[src/rtl/half_subtractor_pkg.sv]
`default_nettype none
// ============================================================================
// Module : hs_pkg
// Brief  : Shared defaults, lane result type and truth-table constants for
//          the registered vectorised half subtractor.
// Rev    : 1.0
// ============================================================================
package hs_pkg;

  localparam int HS_WIDTH_DEF = 1;
  localparam int HS_CNT_W_DEF = 16;

  typedef struct packed {
    logic diff;
    logic borrow;
  } hs_lane_t;

  // Indexed by {a, b}: entry 1 is (a=0,b=1), entry 2 is (a=1,b=0).
  localparam logic [3:0] HS_TT_DIFF   = 4'b0110;
  localparam logic [3:0] HS_TT_BORROW = 4'b0010;

  function automatic hs_lane_t hs_eval(input logic a, input logic b);
    hs_lane_t r;
    r.diff   = a ^ b;
    r.borrow = ~a & b;
    return r;
  endfunction

endpackage
`default_nettype wire

[src/rtl/half_subtractor_if.sv]
`default_nettype none
// ============================================================================
// Module : half_subtractor_if
// Brief  : Input/result bundle for half_subtractor; borrow_cnt exists only
//          when HS_BORROW_CNT_EN is defined.
// Rev    : 1.0
// ============================================================================
interface half_subtractor_if
  import hs_pkg::*;
#(
  parameter int WIDTH = HS_WIDTH_DEF
`ifdef HS_BORROW_CNT_EN
  ,
  parameter int CNT_W = HS_CNT_W_DEF
`endif
) ();

  logic             in_valid;
  logic [WIDTH-1:0] a;
  logic [WIDTH-1:0] b;
  logic             out_valid;
  logic [WIDTH-1:0] diff;
  logic [WIDTH-1:0] borrow;
`ifdef HS_BORROW_CNT_EN
  logic [CNT_W-1:0] borrow_cnt;

  modport master (output in_valid, a, b,
                  input  out_valid, diff, borrow, borrow_cnt);
  modport slave  (input  in_valid, a, b,
                  output out_valid, diff, borrow, borrow_cnt);
`else
  modport master (output in_valid, a, b,
                  input  out_valid, diff, borrow);
  modport slave  (input  in_valid, a, b,
                  output out_valid, diff, borrow);
`endif

endinterface
`default_nettype wire

[src/rtl/half_subtractor_bit.sv]
`default_nettype none
// ============================================================================
// Module : hs_bit
// Brief  : Purely combinational single-lane half subtractor.
// Rev    : 1.0
// ============================================================================
module hs_bit
  import hs_pkg::*;
(
  input  wire logic a,
  input  wire logic b,
  output logic      diff,
  output logic      borrow
);

  hs_lane_t lane;

  assign lane   = hs_eval(a, b);
  assign diff   = lane.diff;
  assign borrow = lane.borrow;

endmodule
`default_nettype wire

[src/rtl/half_subtractor.sv]
`default_nettype none
// ============================================================================
// Module : half_subtractor
// Brief  : Registered per-lane half subtractor with valid qualifier; optional
//          saturating borrow-event counter under HS_BORROW_CNT_EN.
// Rev    : 1.0
// ============================================================================
module half_subtractor
  import hs_pkg::*;
#(
  parameter int WIDTH = HS_WIDTH_DEF
`ifdef HS_BORROW_CNT_EN
  ,
  parameter int CNT_W = HS_CNT_W_DEF
`endif
) (
  input  wire logic         clk,
  input  wire logic         rst,
  half_subtractor_if.slave  bus
);

  logic [WIDTH-1:0] lane_diff;
  logic [WIDTH-1:0] lane_borrow;

  for (genvar i = 0; i < WIDTH; i++) begin : g_lane
    hs_bit u_bit (
      .a      (bus.a[i]),
      .b      (bus.b[i]),
      .diff   (lane_diff[i]),
      .borrow (lane_borrow[i])
    );
  end

  logic             out_valid_d, out_valid_q;
  logic [WIDTH-1:0] diff_d,      diff_q;
  logic [WIDTH-1:0] borrow_d,    borrow_q;

  // Results hold when idle; consumers qualify them with out_valid.
  always_comb begin
    out_valid_d = bus.in_valid;
    diff_d      = diff_q;
    borrow_d    = borrow_q;
    if (bus.in_valid) begin
      diff_d   = lane_diff;
      borrow_d = lane_borrow;
    end
  end

  always_ff @(posedge clk) begin
    if (rst) begin
      out_valid_q <= 1'b0;
      diff_q      <= '0;
      borrow_q    <= '0;
    end else begin
      out_valid_q <= out_valid_d;
      diff_q      <= diff_d;
      borrow_q    <= borrow_d;
    end
  end

  assign bus.out_valid = out_valid_q;
  assign bus.diff      = diff_q;
  assign bus.borrow    = borrow_q;

`ifdef HS_BORROW_CNT_EN
  logic [CNT_W-1:0] borrow_cnt_d, borrow_cnt_q;

  always_comb begin
    borrow_cnt_d = borrow_cnt_q;
    if (bus.in_valid && (|lane_borrow) && (borrow_cnt_q != {CNT_W{1'b1}})) begin
      borrow_cnt_d = borrow_cnt_q + 1'b1;
    end
  end

  always_ff @(posedge clk) begin
    if (rst) begin
      borrow_cnt_q <= '0;
    end else begin
      borrow_cnt_q <= borrow_cnt_d;
    end
  end

  assign bus.borrow_cnt = borrow_cnt_q;
`endif

endmodule
`default_nettype wire

[src/flat_wrapper.sv]
// flat-port wrapper written by rule: the top's interface ports become plain ports
module half_subtractor_flat import hs_pkg::*;
#(
  parameter int WIDTH = HS_WIDTH_DEF

)
  (clk, rst, bus_in_valid, bus_a, bus_b, bus_out_valid, bus_diff, bus_borrow);
  half_subtractor_if #(.WIDTH(WIDTH)) bus_i ();
  input  wire logic clk;
  input  wire logic rst;
  input wire logic [$bits(bus_i.in_valid)-1:0] bus_in_valid;
  input wire logic [$bits(bus_i.a)-1:0] bus_a;
  input wire logic [$bits(bus_i.b)-1:0] bus_b;
  output wire logic [$bits(bus_i.out_valid)-1:0] bus_out_valid;
  output wire logic [$bits(bus_i.diff)-1:0] bus_diff;
  output wire logic [$bits(bus_i.borrow)-1:0] bus_borrow;
  assign bus_i.in_valid = bus_in_valid;
  assign bus_i.a = bus_a;
  assign bus_i.b = bus_b;
  assign bus_out_valid = bus_i.out_valid;
  assign bus_diff = bus_i.diff;
  assign bus_borrow = bus_i.borrow;
  half_subtractor #(.WIDTH(WIDTH)) u_core (.clk(clk), .rst(rst), .bus(bus_i));
endmodule
[config.mk]
export PLATFORM = sky130hd
export DESIGN_NAME = half_subtractor_flat
export DESIGN_NICKNAME = d
export VERILOG_FILES = /design/src/rtl/half_subtractor_pkg.sv /design/src/rtl/half_subtractor_if.sv /design/src/rtl/half_subtractor_bit.sv /design/src/rtl/half_subtractor.sv /design/src/flat_wrapper.sv
export SDC_FILE = /design/constraint.sdc
export NUM_CORES = 1
export LEC_CHECK = 0
export ABC_CLOCK_PERIOD_IN_PS = 910
export CORE_AREA = 2 2 39 41
export DETAILED_ROUTE_END_ITERATION = 8
export DIE_AREA = 0 0 41 43
export GPL_ROUTABILITY_DRIVEN = 1
export MAX_ROUTING_LAYER = met4
export PLACE_DENSITY_LB_ADDON = 0.08
export SETUP_SLACK_MARGIN = 0.2
export SKIP_LAST_GASP = 1
export SLEW_MARGIN = 20
export SYNTH_ARGS = -nofsm -noshare
export SYNTH_HDL_FRONTEND = slang
export SYNTH_SLANG_ARGS = --single-unit
[constraint.sdc]
create_clock -name clk -period 0.91 [get_ports clk]
set_input_delay 0.273 -clock clk [delete_from_list [all_inputs] [get_ports clk]]
set_output_delay 0.273 -clock clk [all_outputs]
set_load 0.005 [all_outputs]
==> metrics, run 1 <==
power density over cell area 1770 nW/um^2; placed cells 34; Die Y-Extent 43 um; All-Layer GR Usage 0.0473; Area growth, synth to finish 128%; antenna diode count 0; crit-path cells buf_6; Gate power share 0.133; gate count of the mapped netlist 10; Sw Share 0.219; Avg Vias per Cell 3.13; Max FO, Critical Path 2; Async SR Flop Fraction 0; Routed Antenna Nets 0; vias in the first global route 120; ys flop type dfxtp_1; DRT Pass-1 Iters 1; syn_nets 16; flops & latches, synth 3; Yosys cell types 7; Worst Slack Setup Final -0.0126 ns; CTS tree done; Post-Syn Area 108 um^2; Routed WL 291 um; core area 1380 um^2; P_sw 0.0000952 W; FMAX 1080 MHz; area leader, netlist dfxtp_1; startpoint class of the critical path flip-flop; CTS Buf Count 3; worst slew pin tran 0.124 ns; pre-CTS setup slack -0.503 ns; residual DRC count 0; Root Buffer clkbuf_4; sequential element share of the synthesized area 0.558; final setup TNS -0.0251 ns; Setup CP Type flip-flop to output pin; Reg clk slew, reported paths 0.04 ns; status complete, but fails checks; Site Rows 14; Tcrit/Tclk final 1.01; Clock Sinks 3; Period minus WS final 0.923 ns; first-pass GRT wire length 455 um; DIE AREA 1760 um^2; clock power share 0.535; Nets 29; leakage 0.109 nW; YS warnings 0; hold depth 3; Peak VDD IR 917 uV; failing checks negative setup slack; EDFF count, synth 0; final-report hold violation count 0; maximum root-to-sink buffer count 2; Worst path depth 1; worst skew pair latency 0.23 ns; layout cells sized above 1 0.636; final max-slew violation count 0; CP top delay family flip-flops; vias 119; routability cong. 0.655; number of buffers added on ports 7; postcts setup bufs 0; cell depth of the worst flop-to-flop path 2; Worst setup EP type output pin; Crit path largest cell delay 0.31 ns; Ports 8; Initial Utilization 0.0778; Worst Path Buf+Inv 1; initial antenna violation count 0; max cap viols 0; fillers 164; area share of the largest cell type after synthesis 0.558; most common cell in the netlist dfxtp_1; final clock skew 0 ns; Arrival @ worst endpoint 0.65 ns; post-route insts no fill 38; final setup vio count 2; Slew HR 0.915; chip width 41 um; Commonest cells post-synth 3 x dfxtp_1, 2 x nor2_1; largest net degree at the start of global routing 4; Hold WC Path Type input port to flip-flop; WL per Instance 7.66 um; Initial DRC Count 0; unrepaired setup endpoints after global routing yes; power share of the sequential group 0.332; syn_area_per_cell 10.8 um^2; CP required 0.64 ns; Internal Pwr Total 0.000339 W; total congestion overflow 0; CTS H-tree depth 1; Worst path slowest cell dfxtp_2; synth top area cells dfxtp_1 56%, ha_1 12%, mux2i_1 9.3%, a211oi_1 7.0%, nor2_1 7.0%
-- registers in the layout, summed over array words and instances (netlist names) --
| signal | cells |
|---|---|
| u_core.bus.borrow | 1 |
| u_core.bus.diff | 1 |
| u_core.bus.out_valid | 1 |
-- metal layers --
metal / share of wire / track usage / vias up
li1: - / - / 57
met1: 0.39 / 0.0385 / 55
met2: 0.47 / 0.0500 / 7
met3: 0.13 / 0.0628 / 0
met4: 0 / 0.0400 / 0
met5: 0 / - / -
-- cell usage in the layout, fill, tap and decap left out --
| cell | netlist | routed |
|---|---|---|
| ha_4 | 0 | 1 |
| nor2b_1 | 1 | 1 |
| buf_6 | 0 | 1 |
| clkbuf_4 | 0 | 3 |
| buf_4 | 0 | 2 |
| inv_12 | 0 | 1 |
| clkbuf_1 | 0 | 1 |
| mux2i_1 | 1 | 1 |
| nor2_1 | 2 | 2 |
| dfxtp_1 | 3 | 1 |
| dlygate4sd2_1 | 0 | 2 |
| dfxtp_2 | 0 | 2 |
| buf_2 | 0 | 3 |
| a211oi_2 | 0 | 1 |
-- worst register-to-register path, delay by kind of cell, from the launching register on --
kind	cells	cell delay [ns]
flops	1	0.32
simple gates	1	0.05
compound gates	1	0.18
-- power groups by stage --
| stage | combinational, W | sequential [W] | clock, W |
|---|---|---|---|
| floorplan | 0.0000209 | 0.000146 | 0 |
| global placement | 0.0000694 | 0.000145 | 0 |
| global route | 0.0000633 | 0.000145 | 0.000266 |
| finish | 0.0000577 | 0.000144 | 0.000232 |
| detailed placement | 0.0000693 | 0.000145 | 0 |
| CTS | 0.0000562 | 0.000144 | 0.000245 |
-- worst paths after layout --
kind | from | end | slack (ns)
min reg2reg | u_core.bus.borrow | u_core.bus.borrow | 0.47
max | u_core.bus.diff | bus_diff | -0.01
min | bus_b | u_core.bus.diff | 0.36
max reg2reg | u_core.bus.diff | u_core.bus.diff | 0.28
-- cells by family after synthesis --
group,share of synthesized area
adder cells (fa/ha/maj),0.116
AO/OA/AOI/OAI,0.0698
flip-flops,0.558
AND/OR/NAND/NOR,0.128
multiplexers,0.0930
buffers and inverters,0.0349
-- final cells by class --
type                       count  area (um^2)  share of cell area
inverter                       1         16.3              0.0663
tap                           16         20.0              0.0816
timing repair buffer           8         58.8               0.240
sequential                     3         62.6               0.255
clock buffer                   4         26.3               0.107
multi-input combinational      6         61.3               0.250
-- through the flow --
| step | util | hold WS (ns) | total power [W] | instance area, um^2 |
|---|---|---|---|---|
| CTS | 0.173 | 0.354 | 0.000445 | 239 |
| finish | 0.177 | 0.357 | 0.000434 | 245 |
| detailed placement | 0.170 | 0.487 | 0.000215 | 235 |
| global route | 0.177 | 0.346 | 0.000474 | 245 |
| global placement | 0.170 | 0.497 | 0.000214 | 235 |
| floorplan | - | 0.338 | 0.000167 | 138 |
-- repair_timing --
item | CTS | global route
hold buffers | 0 | 0
endpoints found under the setup margin | 6 | 3
resized for setup | 25 | 1
pin swaps | 1 | 0
(Power assumes the default switching activity.)
==> inputs of run 2 (changes only) <==
- SYNTH_HIERARCHICAL: default -> 1
==> run 2 against run 1 <==
- the flow still finishes with violations (negative setup slack)
- setup slack worse by 0.0066 ns
- sequential power hardly changed
- total power is 0.43% lower
- hold slack better by 0.023 ns
- highest routed layer unchanged
- register-to-register slack better by 0.04 ns
- count of clock-buffer cells in the layout stayed put
- critical path type unchanged
- clock skew stayed put
- combinational power is 4.7% lower
==> metrics, run 2 <==
post-route insts no fill 38; FMAX 1080 MHz; Finished Cell Area 241 um^2; Ports 8; worst skew pair latency 0.23 ns; antenna diode count 0; All-Layer GR Usage 0.0441; ys flop type dfxtp_1; Site Rows 14; Yosys cell types 6; core area 1380 um^2; Reg clk slew, reported paths 0.04 ns; Worst path slowest cell dfxtp_2; startpoint class of the critical path flip-flop; Initial Utilization 0.0823; power density over cell area 1790 nW/um^2; maximum root-to-sink buffer count 2; max cap viols 0; multiplexer share of the synthesized area 0.176; Period minus WS final 0.929 ns; Nets 29; flops & latches, synth 3; Slew HR 0.922; crit-path cells buf_2; postcts setup bufs 0; fillers 163; area leader, netlist dfxtp_1; sequential element share of the synthesized area 0.527; residual DRC count 0; Compound-Gate Fraction of Synth Area 0; Arrival @ worst endpoint 0.66 ns; Worst Path Buf+Inv 1; CP top delay family flip-flops; final hold slack 0.381 ns; final setup vio count 2; Die Y-Extent 43 um; Initial DRC Count 2; Area growth, synth to finish 112%; area share of the largest cell type after synthesis 0.527; final clock skew 0 ns; failing checks negative setup slack; CTS Buf Count 3; Clock Sinks 3; Post-Synth Simple-Gate Area 0.121; Post-Syn Area 114 um^2; DP Area 224 um^2; syn_nets 17; Commonest cells post-synth 3 x dfxtp_1, 2 x inv_1, 2 x mux2i_1, 2 x nor2_1; DIE AREA 1760 um^2; Avg Vias per Cell 2.92; number of buffers added on ports 7; Routed WL 269 um; final-report hold violation count 0; Routed Antenna Nets 0; placed cells 34; DRT Pass-1 Iters 2; leakage 0.115 nW; CTS H-tree depth 1; syn_area_per_cell 10.4 um^2; Root Buffer clkbuf_4; status complete, but fails checks; initial antenna violation count 0; chip width 41 um; post-synthesis adder-cell area fraction 0.110; Setup CP Type flip-flop to output pin; YS warnings 6; EDFF count, synth 0; Tcrit/Tclk final 1.02; synth top area cells dfxtp_1 53%, mux2i_1 18%, ha_1 11%, inv_1 6.6%, nor2_1 6.6%; routability cong. 0.484; largest family of logic cells by synthesized area multiplexers; vias 111; Worst Slack Setup Final -0.0192 ns; Peak VDD IR 518 uV; final max-slew violation count 0; Synth Area in XOR/XNOR 0; Worst setup EP type output pin; Hold WC Path Type input port to flip-flop; total congestion overflow 0; first-pass GRT wire length 386 um; pre-CTS setup slack -0.539 ns; Max FO, Critical Path 2; most frequent cells in the layout 3 x clkbuf_4, 3 x buf_2; CTS tree done; CP required 0.64 ns; most common cell in the netlist dfxtp_1; Async SR Flop Fraction 0; WL per Instance 7.08 um; gate count of the mapped netlist 11; vias in the first global route 86; Crit path largest cell delay 0.31 ns; unrepaired setup endpoints after global routing yes; layout cells sized above 1 0.591; largest net degree at the start of global routing 4; worst slew pin tran 0.114 ns
[run 2: cell count changes after synthesis]
cell,delta
inv_1,+1
mux2i_1,+1
a211oi_1,-1
[run 2: path summary, 6_finish.rpt]
check	slack (ns)	from	to	depth (start not counted)
worst max-delay path	-0.02	u_core/bus.diff	bus_diff	1
worst min-delay path	0.38	rst	u_core/bus.diff	2
worst max register to register	0.32	u_core/bus.diff	u_core/bus.diff	2
worst min register to register	0.48	u_core/bus.borrow	u_core/bus.borrow	2
[run 2: layout make-up]
class,count,area (um^2),area share
inverters,2,15.0,0.0622
repair buffers,7,58.8,0.244
flip-flops and latches,3,62.6,0.259
clock buffers,4,26.3,0.109
multi-input cells,6,58.8,0.244
well taps,16,20.0,0.0829
[run 2: routing by layer]
| layer | up-vias | track usage | wire (um) |
|---|---|---|---|
| met4 | 0 | 0.0400 | 0 |
| met5 | - | - | 0 |
| met1 | 47 | 0.0478 | 100 |
| met2 | 8 | 0.0313 | 101 |
| met3 | 0 | 0.0628 | 67 |
| li1 | 56 | - | - |
[run 2: worst reg2reg max path, stage by stage, from the launching register on]
cell,delay [ns]
dfxtp_2,0.31
mux2i_1,0.11
nor2_1,0.06
[run 2: per-stage QoR]
stage                     total power (W)  setup TNS, ns   util
after floorplan                  0.000167              0      -
after global placement           0.000210          -1.53  0.162
after detailed placement         0.000209          -1.51  0.162
after CTS                        0.000444        -0.0675  0.167
after global routing             0.000476         -0.131  0.175
final                            0.000433        -0.0369  0.175
[run 2: kinds of logic after synthesis]
logic type                 Yosys count
DFF                                  3
muxes                                2
buffers and inverters                2
and+or+nand+nor                      3
adders and majority gates            1
[run 2: what timing repair did]
item | CTS | global route
hold buffers | 0 | 0
gates resized for setup | 26 | 2
pin swaps | 1 | 2
setup endpoints to repair | 6 | 4
[run 2: where the power goes]
group	internal, W	switching [W]	leakage (nW)
combinational	0.0000335	0.0000216	0.0744
sequential	0.000141	0.00000247	0.0255
clock	0.000164	0.0000700	0.0150
total	0.000339	0.0000940	0.115
